==> config.mk <==
export PLATFORM = sky130hd
export DESIGN_NAME = cpc_rom_bootloader
export DESIGN_NICKNAME = d
export VERILOG_FILES = /design/src/rtl/cpc_rom_bootloader_pkg.sv /design/src/rtl/cpc_rom_bootloader.sv
export SDC_FILE = /design/constraint.sdc
export NUM_CORES = 1
export LEC_CHECK = 0
export BUFFER_PORTS_ARGS = -buffer_cell sky130_fd_sc_hd__buf_4
export CELL_PAD_IN_SITES_DETAIL_PLACEMENT = 1
export CELL_PAD_IN_SITES_GLOBAL_PLACEMENT = 1
export CORE_MARGIN = 8
export CORE_UTILIZATION = 30
export CTS_CLUSTER_SIZE = 24
export DETAILED_ROUTE_END_ITERATION = 12
export PLACE_DENSITY_LB_ADDON = 0.1
export REMOVE_ABC_BUFFERS = 1
export SKIP_CTS_REPAIR_TIMING = 1
export SLEW_MARGIN = 20
export SYNTH_ARGS = -nofsm -noshare
export SYNTH_HDL_FRONTEND = slang
export SYNTH_SLANG_ARGS = --single-unit
==> constraint.sdc <==
create_clock -name clk -period 2.7 [get_ports clk]
set_clock_uncertainty 0.1 [all_clocks]
set_input_delay 0.54 -clock clk [delete_from_list [all_inputs] [get_ports clk]]
set_output_delay 0.54 -clock clk [all_outputs]
set_load 0.03 [all_outputs]
==> src/rtl/cpc_rom_bootloader_pkg.sv <==
// cpc_rom_bootloader_pkg: boot loader state encodings and default ROM image geometry
package cpc_rom_bootloader_pkg;
  typedef enum logic [1:0] {IDLE, WRITE, GAP, DONE} state_t;
  localparam int DEF_ROM_BYTES = 49152;
  localparam int unsigned DEF_BASE_ADDR = 0;
endpackage

==> src/rtl/cpc_rom_bootloader.sv <==
// cpc_rom_bootloader: streams 32-bit host boot words into the SRAM ROM area byte by byte
module cpc_rom_bootloader
  import cpc_rom_bootloader_pkg::*;
#(
  parameter int ADDR_W = 19,
  parameter int unsigned BASE_ADDR = DEF_BASE_ADDR,
  parameter int ROM_BYTES = DEF_ROM_BYTES,
  parameter int WR_CYCLES = 2
) (
  input  logic              clk,
  input  logic              reset,
  input  logic [31:0]       host_bootdata,
  input  logic              host_bootdata_req,
  output logic              host_bootdata_ack,
  output logic [ADDR_W-1:0] romwrite_addr,
  output logic [7:0]        romwrite_data,
  output logic              romwrite_wr,
  output logic              rom_initialised
);
  localparam int CW = $clog2(ROM_BYTES + 1);
  localparam int WCW = WR_CYCLES > 1 ? $clog2(WR_CYCLES) : 1;
  state_t state, state_n;
  logic [31:0] word;
  logic [1:0] byte_idx, idx_n;
  logic [CW-1:0] count, count_inc;
  logic [WCW-1:0] wr_cnt;
  logic take, last_wr;
  // Words arriving after DONE are still acked so the host never stalls
  always_comb begin
    take = (state == IDLE || state == DONE) && host_bootdata_req && !host_bootdata_ack;
    last_wr = wr_cnt == WCW'(WR_CYCLES - 1);
    count_inc = count + 1'b1;
    idx_n = byte_idx + 2'd1;
    state_n = state;
    case (state)
      IDLE:    state_n = take ? WRITE : IDLE;
      WRITE:   state_n = last_wr ? GAP : WRITE;
      GAP:     state_n = count_inc == CW'(ROM_BYTES) ? DONE : byte_idx == 2'd3 ? IDLE : WRITE;
      default: state_n = DONE;
    endcase
  end
  // addr/data only move in GAP or on capture, so they are stable across every wr pulse
  always_ff @(posedge clk) begin
    if (reset) begin
      state <= IDLE;
      host_bootdata_ack <= 1'b0;
      romwrite_wr <= 1'b0;
      romwrite_addr <= ADDR_W'(BASE_ADDR);
      romwrite_data <= 8'd0;
      byte_idx <= 2'd0;
      count <= '0;
      wr_cnt <= '0;
      word <= '0;
      rom_initialised <= 1'b0;
    end else begin
      state <= state_n;
      host_bootdata_ack <= host_bootdata_req && (host_bootdata_ack || take);
      case (state)
        IDLE: if (take) begin
          word <= host_bootdata;
          romwrite_data <= host_bootdata[7:0];
          byte_idx <= 2'd0;
          romwrite_wr <= 1'b1;
          wr_cnt <= '0;
        end
        WRITE: begin
          wr_cnt <= wr_cnt + 1'b1;
          romwrite_wr <= !last_wr;
        end
        GAP: begin
          romwrite_addr <= romwrite_addr + 1'b1;
          count <= count_inc;
          rom_initialised <= state_n == DONE;
          if (state_n == WRITE) begin
            byte_idx <= idx_n;
            romwrite_data <= word[{idx_n, 3'b000} +: 8];
            romwrite_wr <= 1'b1;
            wr_cnt <= '0;
          end
        end
        default: ;
      endcase
    end
  end
endmodule

==> results.json, run 1 <==
{
  "ys_async_sr_fraction_pct": 0,
  "core-area_um2": 13200,
  "die_x_um": 132,
  "period_share_pct": 94.1,
  "use_met2_pct": 21.6,
  "crit_chain": "ha_2, nand2b_1, o41ai_1, mux2i_1, a2111oi_4, and3_4, o21ai_4, o211a_1",
  "vias_per_cell": 5.00,
  "critPathMaxFanout": 11,
  "clk_latency_ns": 0.34,
  "firstDrtPassIters": 4,
  "start_util_pct": 30.6,
  "ys_ff_latch": 83,
  "end_kind": "register",
  "cts_made_buffers": 9,
  "tritoncts": "yes",
  "clkSinkCount": 83,
  "start_kind": "register",
  "crit_type": "register to register",
  "cp_num_cells": 8,
  "path_buf_inv": 0,
  "powerDensity_nw_per_um2": 549,
  "tightestPinTransition_ns": 0.526,
  "holdCritStartpoint": "host_bootdata[27]",
  "wl_per_cell_um": 15.7,
  "synth_edf_count": 0,
  "antenna_cells": 0,
  "synth_cell_types": 54,
  "synth_area_leaders": "dfxtp_1 41%, nand2_1 8.4%, xor2_1 5.0%",
  "worst_r2r_path_depth": 8,
  "dr_total_vias": 3548,
  "met3_usage_pct": 3.01,
  "fin_crit_ns": 2.54,
  "clockBufferDepth": 2,
  "track_usage_pct": 13.2,
  "synthCells": 470,
  "drtIter0Drc": 160,
  "hp-class": "input pin to register",
  "rsz0062_at_grt": "false",
  "drc": 0,
  "ys.flop_type": "dfxtp_1",
  "ir_worst_vdd_mv": 0.232,
  "critPathRequiredTime_ns": 2.84,
  "dp_hpwl_mm": 8.21,
  "hold_viol_final": 0,
  "grt_util_met1_pct": 16.0,
  "clkTransAtPathRegs_ns": 0.06,
  "nNetsFinal": 572,
  "slew_viol_final": 0,
  "cpMaxStageDelayCell": "a2111oi_4",
  "placementRows": 42,
  "holdPathStages": 3,
  "slew_headroom_pct": 64.4,
  "leakagePower_nw": 1.94,
  "final_cells": 710,
  "final_cell_mix": "90 x nand2_1, 82 x dfxtp_1, 78 x buf_4",
  "dieArea_um2": 17400,
  "cp-startpoint": "count[0]",
  "yosysTopAreaCell": "dfxtp_1",
  "slowest_delay_ns": 0.40,
  "critPathTopFamily": "compound AO/OA/AOI/OAI gates",
  "overflow": 0,
  "grt-busiest-layer": "met2",
  "status": "finished clean",
  "antenna_found_initial": 0,
  "total_power_mw": 2.76,
  "crit_arrival_ns": 2.68,
  "cts_root_buf": "clkbuf_16",
  "dp_cells": 694,
  "drive_gt1_share_pct": 22.3,
  "antenna_left": 0,
  "r2r-start": "count[0]",
  "clock.fmax_mhz": 394,
  "die_h_um": 132,
  "max_cap_viol_count": 0,
  "setup_viol": 0,
  "synth_seq_area_share_pct": 41.2,
  "pin_count": 65,
  "layout_commonest_cell": "nand2_1",
  "yosysWarnings": 0,
  "place.port_buffers": 64,
  "htree_levels": 3,
  "gp_congestion": 0.760,
  "avgSynthCellArea_um2": 8.58,
  "netlist_area_um2": 4030,
  "grt_max_degree": 32,
  "syn2layout_area_growth_pct": 24.4,
  "grt_pass1_wl_mm": 18.9,
  "synth_top_area_share_pct": 41.2,
  "grt_pass1_vias": 3733,
  "routed_wl_mm": 11.1
}
-- synthesized netlist by cell type (3+ instances only) --
cell type,instances
nand2_1,90
xor2_1,23
or3_1,4
ha_1,8
nand3_1,17
dfxtp_1,83
nor2_1,49
a311oi_1,10
o21ai_0,5
or4_1,8
buf_1,6
nor3_1,3
and3_1,8
clkbuf_1,20
buf_2,4
o211a_1,8
nor2_2,3
mux4_2,8
inv_1,7
nand4_1,13
nor4_1,3
a21oi_1,40
mux2i_1,4
xnor2_1,10
-- report_power, final --
part / leakage, nW / internal [mW] / switching (mW) / total [mW]
combinational: 1.14 / 0.139 / 0.182 / 0.321
sequential: 0.674 / 1.28 / 0.0336 / 1.31
clock: 0.127 / 0.624 / 0.500 / 1.12
-- through the flow --
step                      setup WS [ns]  setup TNS (ns)  util (%)  instance area, µm²  hold WS, ns
after floorplan                   -1.24          -39.46         -                3910        0.327
after global placement            0.161               0      36.0                4750        0.339
after detailed placement         0.0510               0      36.0                4750        0.347
after CTS                        0.0473               0      38.0                5010        0.331
after global routing             0.0212               0      38.0                5020        0.338
final                             0.159               0      38.0                5020        0.340
-- registers in the layout (all words and copies together) (netlist names) --
name and count:
byte_idx 2, word 32, romwrite_data 8, romwrite_addr 19
state 2, host_bootdata_ack 1, romwrite_wr 1, count 16
last_wr 1, rom_initialised 1
-- path summary, 6_finish.rpt --
kind	to	slack (ns)
max	romwrite_data[2]	0.16
min	word[27]	0.34
max reg2reg	romwrite_data[2]	0.16
min reg2reg	word[0]	0.35
-- logic make-up after synthesis --
logic type / synth area share (%)
and+or+nand+nor: 25.6
DFF: 41.2
AOI/OAI and AO/OA: 14.0
buffers and inverters: 3.85
xor gates and xnor gates: 7.16
muxes: 5.74
adders and majority gates: 2.48
-- metal layers --
metal | share of wire (%) | wire length (µm)
met5 | 0 | 0
met4 | 2.2 | 242
met3 | 3.3 | 368
met2 | 48 | 5320
met1 | 47 | 5200
-- cell type report --
cell class | instances | area [µm²]
flip-flops and latches | 83 | 1660
clock buffers | 12 | 236
multi-input cells | 349 | 2240
repair buffers | 79 | 606
fillers | 1547 | 8170
inverters | 7 | 26.3
well taps | 176 | 220
clock inverters | 4 | 26.3
-- worst register-to-register path, cell delays in order (launching register included) --
cell and delay, ns:
dfxtp_2 0.36, ha_2 0.24, nand2b_1 0.15, o41ai_1 0.30, mux2i_1 0.19, a2111oi_4 0.40
and3_4 0.35, o21ai_4 0.11, o211a_1 0.22
Power figures use the tool's default switching activity.
==> run 2, diff against run 1 <==
--- a/config.mk
+++ b/config.mk
@@ -5,14 +5,12 @@
 export SDC_FILE = /design/constraint.sdc
 export NUM_CORES = 1
 export LEC_CHECK = 0
+export ABC_AREA = 1
 export BUFFER_PORTS_ARGS = -buffer_cell sky130_fd_sc_hd__buf_4
-export CELL_PAD_IN_SITES_DETAIL_PLACEMENT = 1
-export CELL_PAD_IN_SITES_GLOBAL_PLACEMENT = 1
 export CORE_MARGIN = 8
 export CORE_UTILIZATION = 30
 export CTS_CLUSTER_SIZE = 24
 export DETAILED_ROUTE_END_ITERATION = 12
-export PLACE_DENSITY_LB_ADDON = 0.1
 export REMOVE_ABC_BUFFERS = 1
 export SKIP_CTS_REPAIR_TIMING = 1
 export SLEW_MARGIN = 20
==> results.json, run 2 <==
{
  "total_power_mw": 3.31,
  "rsz0062_at_grt": "false",
  "overflow": 0,
  "path_buf_inv": 2,
  "max_cap_viol_count": 0,
  "vias_per_cell": 4.62,
  "grt_pass1_wl_mm": 17.4,
  "pin_count": 65,
  "yosysMostFrequentCell": "nand2_1",
  "dr_total_vias": 3882,
  "placementRows": 42,
  "clkTransAtPathRegs_ns": 0.06,
  "drive_gt1_share_pct": 15.3,
  "antenna_found_initial": 0,
  "firstDrtPassIters": 4,
  "cpMaxStageDelayCell": "dfxtp_1",
  "core-area_um2": 13300,
  "grt_max_degree": 54,
  "status": "finished clean",
  "clk_latency_ns": 0.34,
  "setup_viol": 0,
  "synth_cell_types": 35,
  "syn2layout_area_growth_pct": 22.7,
  "yosysTopAreaCell": "dfxtp_1",
  "fin_crit_ns": 2.33,
  "tightestPinTransition_ns": 0.636,
  "seq_power_share_pct": 43.1,
  "start_kind": "register",
  "yosysWarnings": 0,
  "layout_commonest_cell": "nand2_1",
  "final_cell_mix": "137 x nand2_1, 125 x nor2_1, 83 x dfxtp_1",
  "dp_hpwl_mm": 7.20,
  "netlist_area_um2": 4090,
  "p_comb_share_pct": 20.1,
  "drc": 0,
  "start_util_pct": 30.7,
  "p_sw_uw": 989,
  "crit_type": "register to register",
  "wl_per_cell_um": 12.3,
  "die_h_um": 133,
  "period_share_pct": 86.4,
  "synth_seq_area_share_pct": 40.6,
  "crit_arrival_ns": 2.46,
  "cts_root_buf": "clkbuf_16",
  "top_register": "word",
  "slew_headroom_pct": 57.6,
  "synthCells": 606,
  "power.internal_mw": 2.32,
  "avgSynthCellArea_um2": 6.75,
  "antenna_cells": 0,
  "clkSinkCount": 83,
  "gp_congestion": 0.835,
  "grt_pass1_vias": 3741,
  "die_x_um": 133,
  "slew_viol_final": 0,
  "clkPwrFrac_pct": 36.8,
  "ir_worst_vdd_mv": 0.366,
  "ys.flop_type": "dfxtp_1",
  "nNetsFinal": 703,
  "dieArea_um2": 17600,
  "largestRegisters": "word (32), romwrite_addr (19), count (16)",
  "hold_slack_ns": 0.319,
  "hp-class": "input pin to register",
  "switching_share_pct": 29.9,
  "hold_viol_final": 0,
  "critPathTopFamily": "simple AND/OR/NAND/NOR gates",
  "antenna_left": 0,
  "clock.fmax_mhz": 429,
  "largest_reg_flops": 32,
  "clockBufferDepth": 2,
  "ys_async_sr_fraction_pct": 0,
  "synth_top_area_share_pct": 40.6,
  "htree_levels": 3,
  "ys_ff_latch": 83,
  "place.port_buffers": 64,
  "cts_made_buffers": 9,
  "drtIter0Drc": 270,
  "critical_path.most_common_cell": "nand2_1",
  "crit_chain": "inv_1, ha_2, nand2_1, nor2_1, nand2_1, nor2_1, nand2_1, inv_1, nand2_1, nor2_2, nand2_1, nor3_2, nand3_1, o21ai_1, nor2_1",
  "synth_area_leaders": "dfxtp_1 41%, nand2_1 13%, nor2_1 11%",
  "tritoncts": "yes",
  "critPathRequiredTime_ns": 2.83,
  "track_usage_pct": 11.8,
  "powerDensity_nw_per_um2": 660,
  "synth_edf_count": 0,
  "routed_wl_mm": 10.4,
  "critPathMaxFanout": 8,
  "leakagePower_nw": 2.22,
  "synthTopCellsByCount": "137 x nand2_1, 125 x nor2_1, 83 x dfxtp_1",
  "end_kind": "register",
  "slowest_delay_ns": 0.34
}
run 2: worst paths after layout:
path	slack, ns	cells past startpoint	startpoint	end
max reg2reg	0.37	15	state[0]	romwrite_addr[15]
min	0.32	3	host_bootdata[29]	word[29]
min reg2reg	0.38	2	rom_initialised	rom_initialised
max	0.37	15	state[0]	romwrite_addr[15]
run 2: tightest hold or removal path, delay by kind of cell:
| family | cells | cell delay (ns) |
|---|---|---|
| buf+inv | 1 | 0.08 |
| simple gates | 2 | 0.11 |
run 2: layout make-up:
cell class / count / area [µm²]
Fill cell: 1418 / 8280
Multi-Input combinational cell: 429 / 2060
Sequential cell: 83 / 1660
Timing Repair Buffer: 72 / 541
Inverter: 65 / 244
Clock buffer: 12 / 236
Tap cell: 176 / 220
Clock inverter: 4 / 51.3
run 2: layer usage:
layer	global-route usage, %	vias up	wire length [µm]
met2	20.2	75	4850
met5	0	-	0
met4	3.79	0	127
li1	-	2038	-
met3	3.44	9	487
met1	14.0	1760	4890
run 2: stage by stage:
stage / setup WS (ns) / std cells / TNS [ns] / instance area [µm²] / util [%]
floorplan: -0.575 / 577 / -10.42 / 3960 / -
global placement: 0.337 / 825 / 0 / 4720 / 35.5
detailed placement: 0.264 / 825 / 0 / 4720 / 35.5
CTS: 0.256 / 841 / 0 / 5010 / 37.7
global route: 0.0462 / 841 / 0 / 5020 / 37.7
finish: 0.368 / 841 / 0 / 5020 / 37.7
run 2: cells by family after synthesis:
family	synth area share (%)
buffers and inverters	9.09
and+or+nand+nor	31.9
adders and majority gates	2.45
AOI/OAI and AO/OA	14.9
DFF	40.6
xor gates and xnor gates	1.07
run 2: power by group through the flow:
stage	Combinational [mW]	Sequential [mW]	Clock [mW]
2_1_floorplan	0.392	1.49	0
3_3_place_gp	0.654	1.45	0
3_5_place_dp	0.665	1.45	0
4_1_cts	0.670	1.43	1.24
5_1_grt	0.749	1.44	1.30
6_report	0.667	1.43	1.22
==> run 3, diff against run 2 <==
--- a/config.mk
+++ b/config.mk
@@ -9,11 +9,12 @@
 export BUFFER_PORTS_ARGS = -buffer_cell sky130_fd_sc_hd__buf_4
 export CORE_MARGIN = 8
 export CORE_UTILIZATION = 30
-export CTS_CLUSTER_SIZE = 24
+export CTS_BUF_LIST = sky130_fd_sc_hd__clkbuf_4
+export CTS_CLUSTER_SIZE = 30
 export DETAILED_ROUTE_END_ITERATION = 12
 export REMOVE_ABC_BUFFERS = 1
 export SKIP_CTS_REPAIR_TIMING = 1
-export SLEW_MARGIN = 20
+export SLEW_MARGIN = 0
 export SYNTH_ARGS = -nofsm -noshare
 export SYNTH_HDL_FRONTEND = slang
 export SYNTH_SLANG_ARGS = --single-unit
==> results.json, run 3 (same netlist as run 2, synthesis figures left out) <==
{
  "fin_crit_ns": 2.33,
  "dr_total_vias": 3897,
  "layout_commonest_cell": "nand2_1",
  "power.internal_mw": 1.92,
  "fin_util_pct": 36.6,
  "final_cell_mix": "137 x nand2_1, 125 x nor2_1, 83 x dfxtp_1",
  "track_usage_pct": 11.7,
  "cts_made_buffers": 9,
  "whs_endpoint": "word[18]",
  "pin_count": 65,
  "holdCritStartpoint": "host_bootdata[18]",
  "clkSinkCount": 83,
  "largestRegisters": "word (32), romwrite_addr (19), count (16)",
  "syn2layout_area_growth_pct": 19.1,
  "hold_viol_final": 0,
  "top_register": "word",
  "p_comb_share_pct": 23.4,
  "core-area_um2": 13300,
  "r2r_slack_ns": 0.37,
  "wl_per_cell_um": 12.3,
  "htree_levels": 3,
  "setup_slack_ns": 0.366,
  "grt_pass1_vias": 3754,
  "drc": 0,
  "drive_gt1_share_pct": 15.8,
  "clk_latency_ns": 0.43,
  "register_area_um2": 1660,
  "ir_worst_vdd_mv": 0.293,
  "overflow": 0,
  "clkTransAtPathRegs_ns": 0.13,
  "cts_root_buf": "clkbuf_4",
  "gp_congestion": 0.835,
  "crit_arrival_ns": 2.57,
  "antenna_cells": 0,
  "place.port_buffers": 64,
  "dieArea_um2": 17600,
  "period_share_pct": 86.5,
  "grt_max_degree": 54,
  "total_power_mw": 2.84,
  "rr_endpoint": "romwrite_addr[15]",
  "setup_viol": 0,
  "largest_reg_flops": 32,
  "routed_wl_mm": 10.3,
  "critPathRequiredTime_ns": 2.93,
  "powerDensity_nw_per_um2": 584,
  "final_cells": 841,
  "max_cap_viol_count": 0,
  "drtIter0Drc": 235,
  "antenna_left": 0,
  "fillers": 1431,
  "tightestPinTransition_ns": 0.625,
  "clock.fmax_mhz": 428,
  "holdPathStages": 3,
  "dp_hpwl_mm": 7.20,
  "crit_type": "register to register",
  "rsz0062_at_grt": "false",
  "p_sw_uw": 924,
  "end_kind": "register",
  "tritoncts": "yes",
  "slew_headroom_pct": 58.3,
  "leakagePower_nw": 2.16,
  "dpl_worst_slack_ns": 0.264,
  "nNetsFinal": 703,
  "critPathMaxFanout": 8,
  "worst_r2r_path_depth": 15,
  "hp-class": "input pin to register",
  "start_util_pct": 30.7,
  "die_h_um": 133,
  "grt_pass1_wl_mm": 17.3,
  "die_x_um": 133,
  "placementRows": 42,
  "firstDrtPassIters": 4,
  "start_kind": "register",
  "dp_cells": 825,
  "r2r-start": "state[0]",
  "seq_power_share_pct": 50.2,
  "clkPwrFrac_pct": 26.4,
  "antenna_found_initial": 0,
  "vias_per_cell": 4.63,
  "cp-startpoint": "state[0]",
  "switching_share_pct": 32.5,
  "clockBufferDepth": 2,
  "multi_input_area_um2": 2060,
  "status": "finished clean",
  "slew_viol_final": 0
}
[run 3: changes by cell type in the layout (fill, tap and decap cells not counted)]
cell	before	now
clkbuf_16	9	0
clkbuf_1	3	0
clkbuf_4	0	12
[run 3: critical path, cell delays in order (launching register included)]
cell     delay, ns
dfxtp_1       0.36
inv_1         0.10
ha_2          0.30
nand2_1       0.07
nor2_1        0.15
nand2_1       0.09
nor2_1        0.13
nand2_1       0.06
inv_1         0.06
nand2_1       0.09
nor2_2        0.13
nand2_1       0.11
nor3_2        0.22
nand3_1       0.11
o21ai_1       0.13
nor2_1        0.05
[run 3: worst max path at each step]
stage	end	slack (ns)	cells past startpoint
after floorplan	byte_idx[0]	-0.57	11
final	romwrite_addr[15]	0.37	15
after global routing	romwrite_addr[15]	0.04	15
after detailed placement	romwrite_addr[15]	0.26	15
after global placement	romwrite_addr[15]	0.34	15
after CTS	romwrite_addr[15]	0.25	15
[run 3: final cells by class]
type                    instances  area share (%)
well taps                     176            4.52
clock buffers                  12            1.85
inverters                      65            5.01
repair buffers                 72            11.1
multi-input cells             429            42.3
clock inverters                 4            1.05
flip-flops and latches         83            34.1
[run 3: metal layers]
metal | share of wire (%) | global-route usage [%]
met5 | 0 | 0
met3 | 5.0 | 3.18
met4 | 0.92 | 3.85
met2 | 46 | 19.9
met1 | 48 | 13.9
[run 3: power by group through the flow]
stage | Combinational (mW) | Clock [mW] | Sequential (mW)
after floorplan | 0.392 | 0 | 1.49
after global placement | 0.654 | 0 | 1.45
after detailed placement | 0.665 | 0 | 1.45
after CTS | 0.670 | 0.775 | 1.43
after global routing | 0.748 | 0.825 | 1.44
final | 0.665 | 0.752 | 1.43
[run 3: stage by stage]
stage / hold WS (ns) / TNS (ns) / cell area [µm²]
6_report: 0.224 / 0 / 4870
3_3_place_gp: 0.364 / 0 / 4720
3_5_place_dp: 0.372 / 0 / 4720
4_1_cts: 0.198 / 0 / 4860
5_1_grt: 0.203 / 0 / 4870
2_1_floorplan: 0.378 / -10.42 / 3960
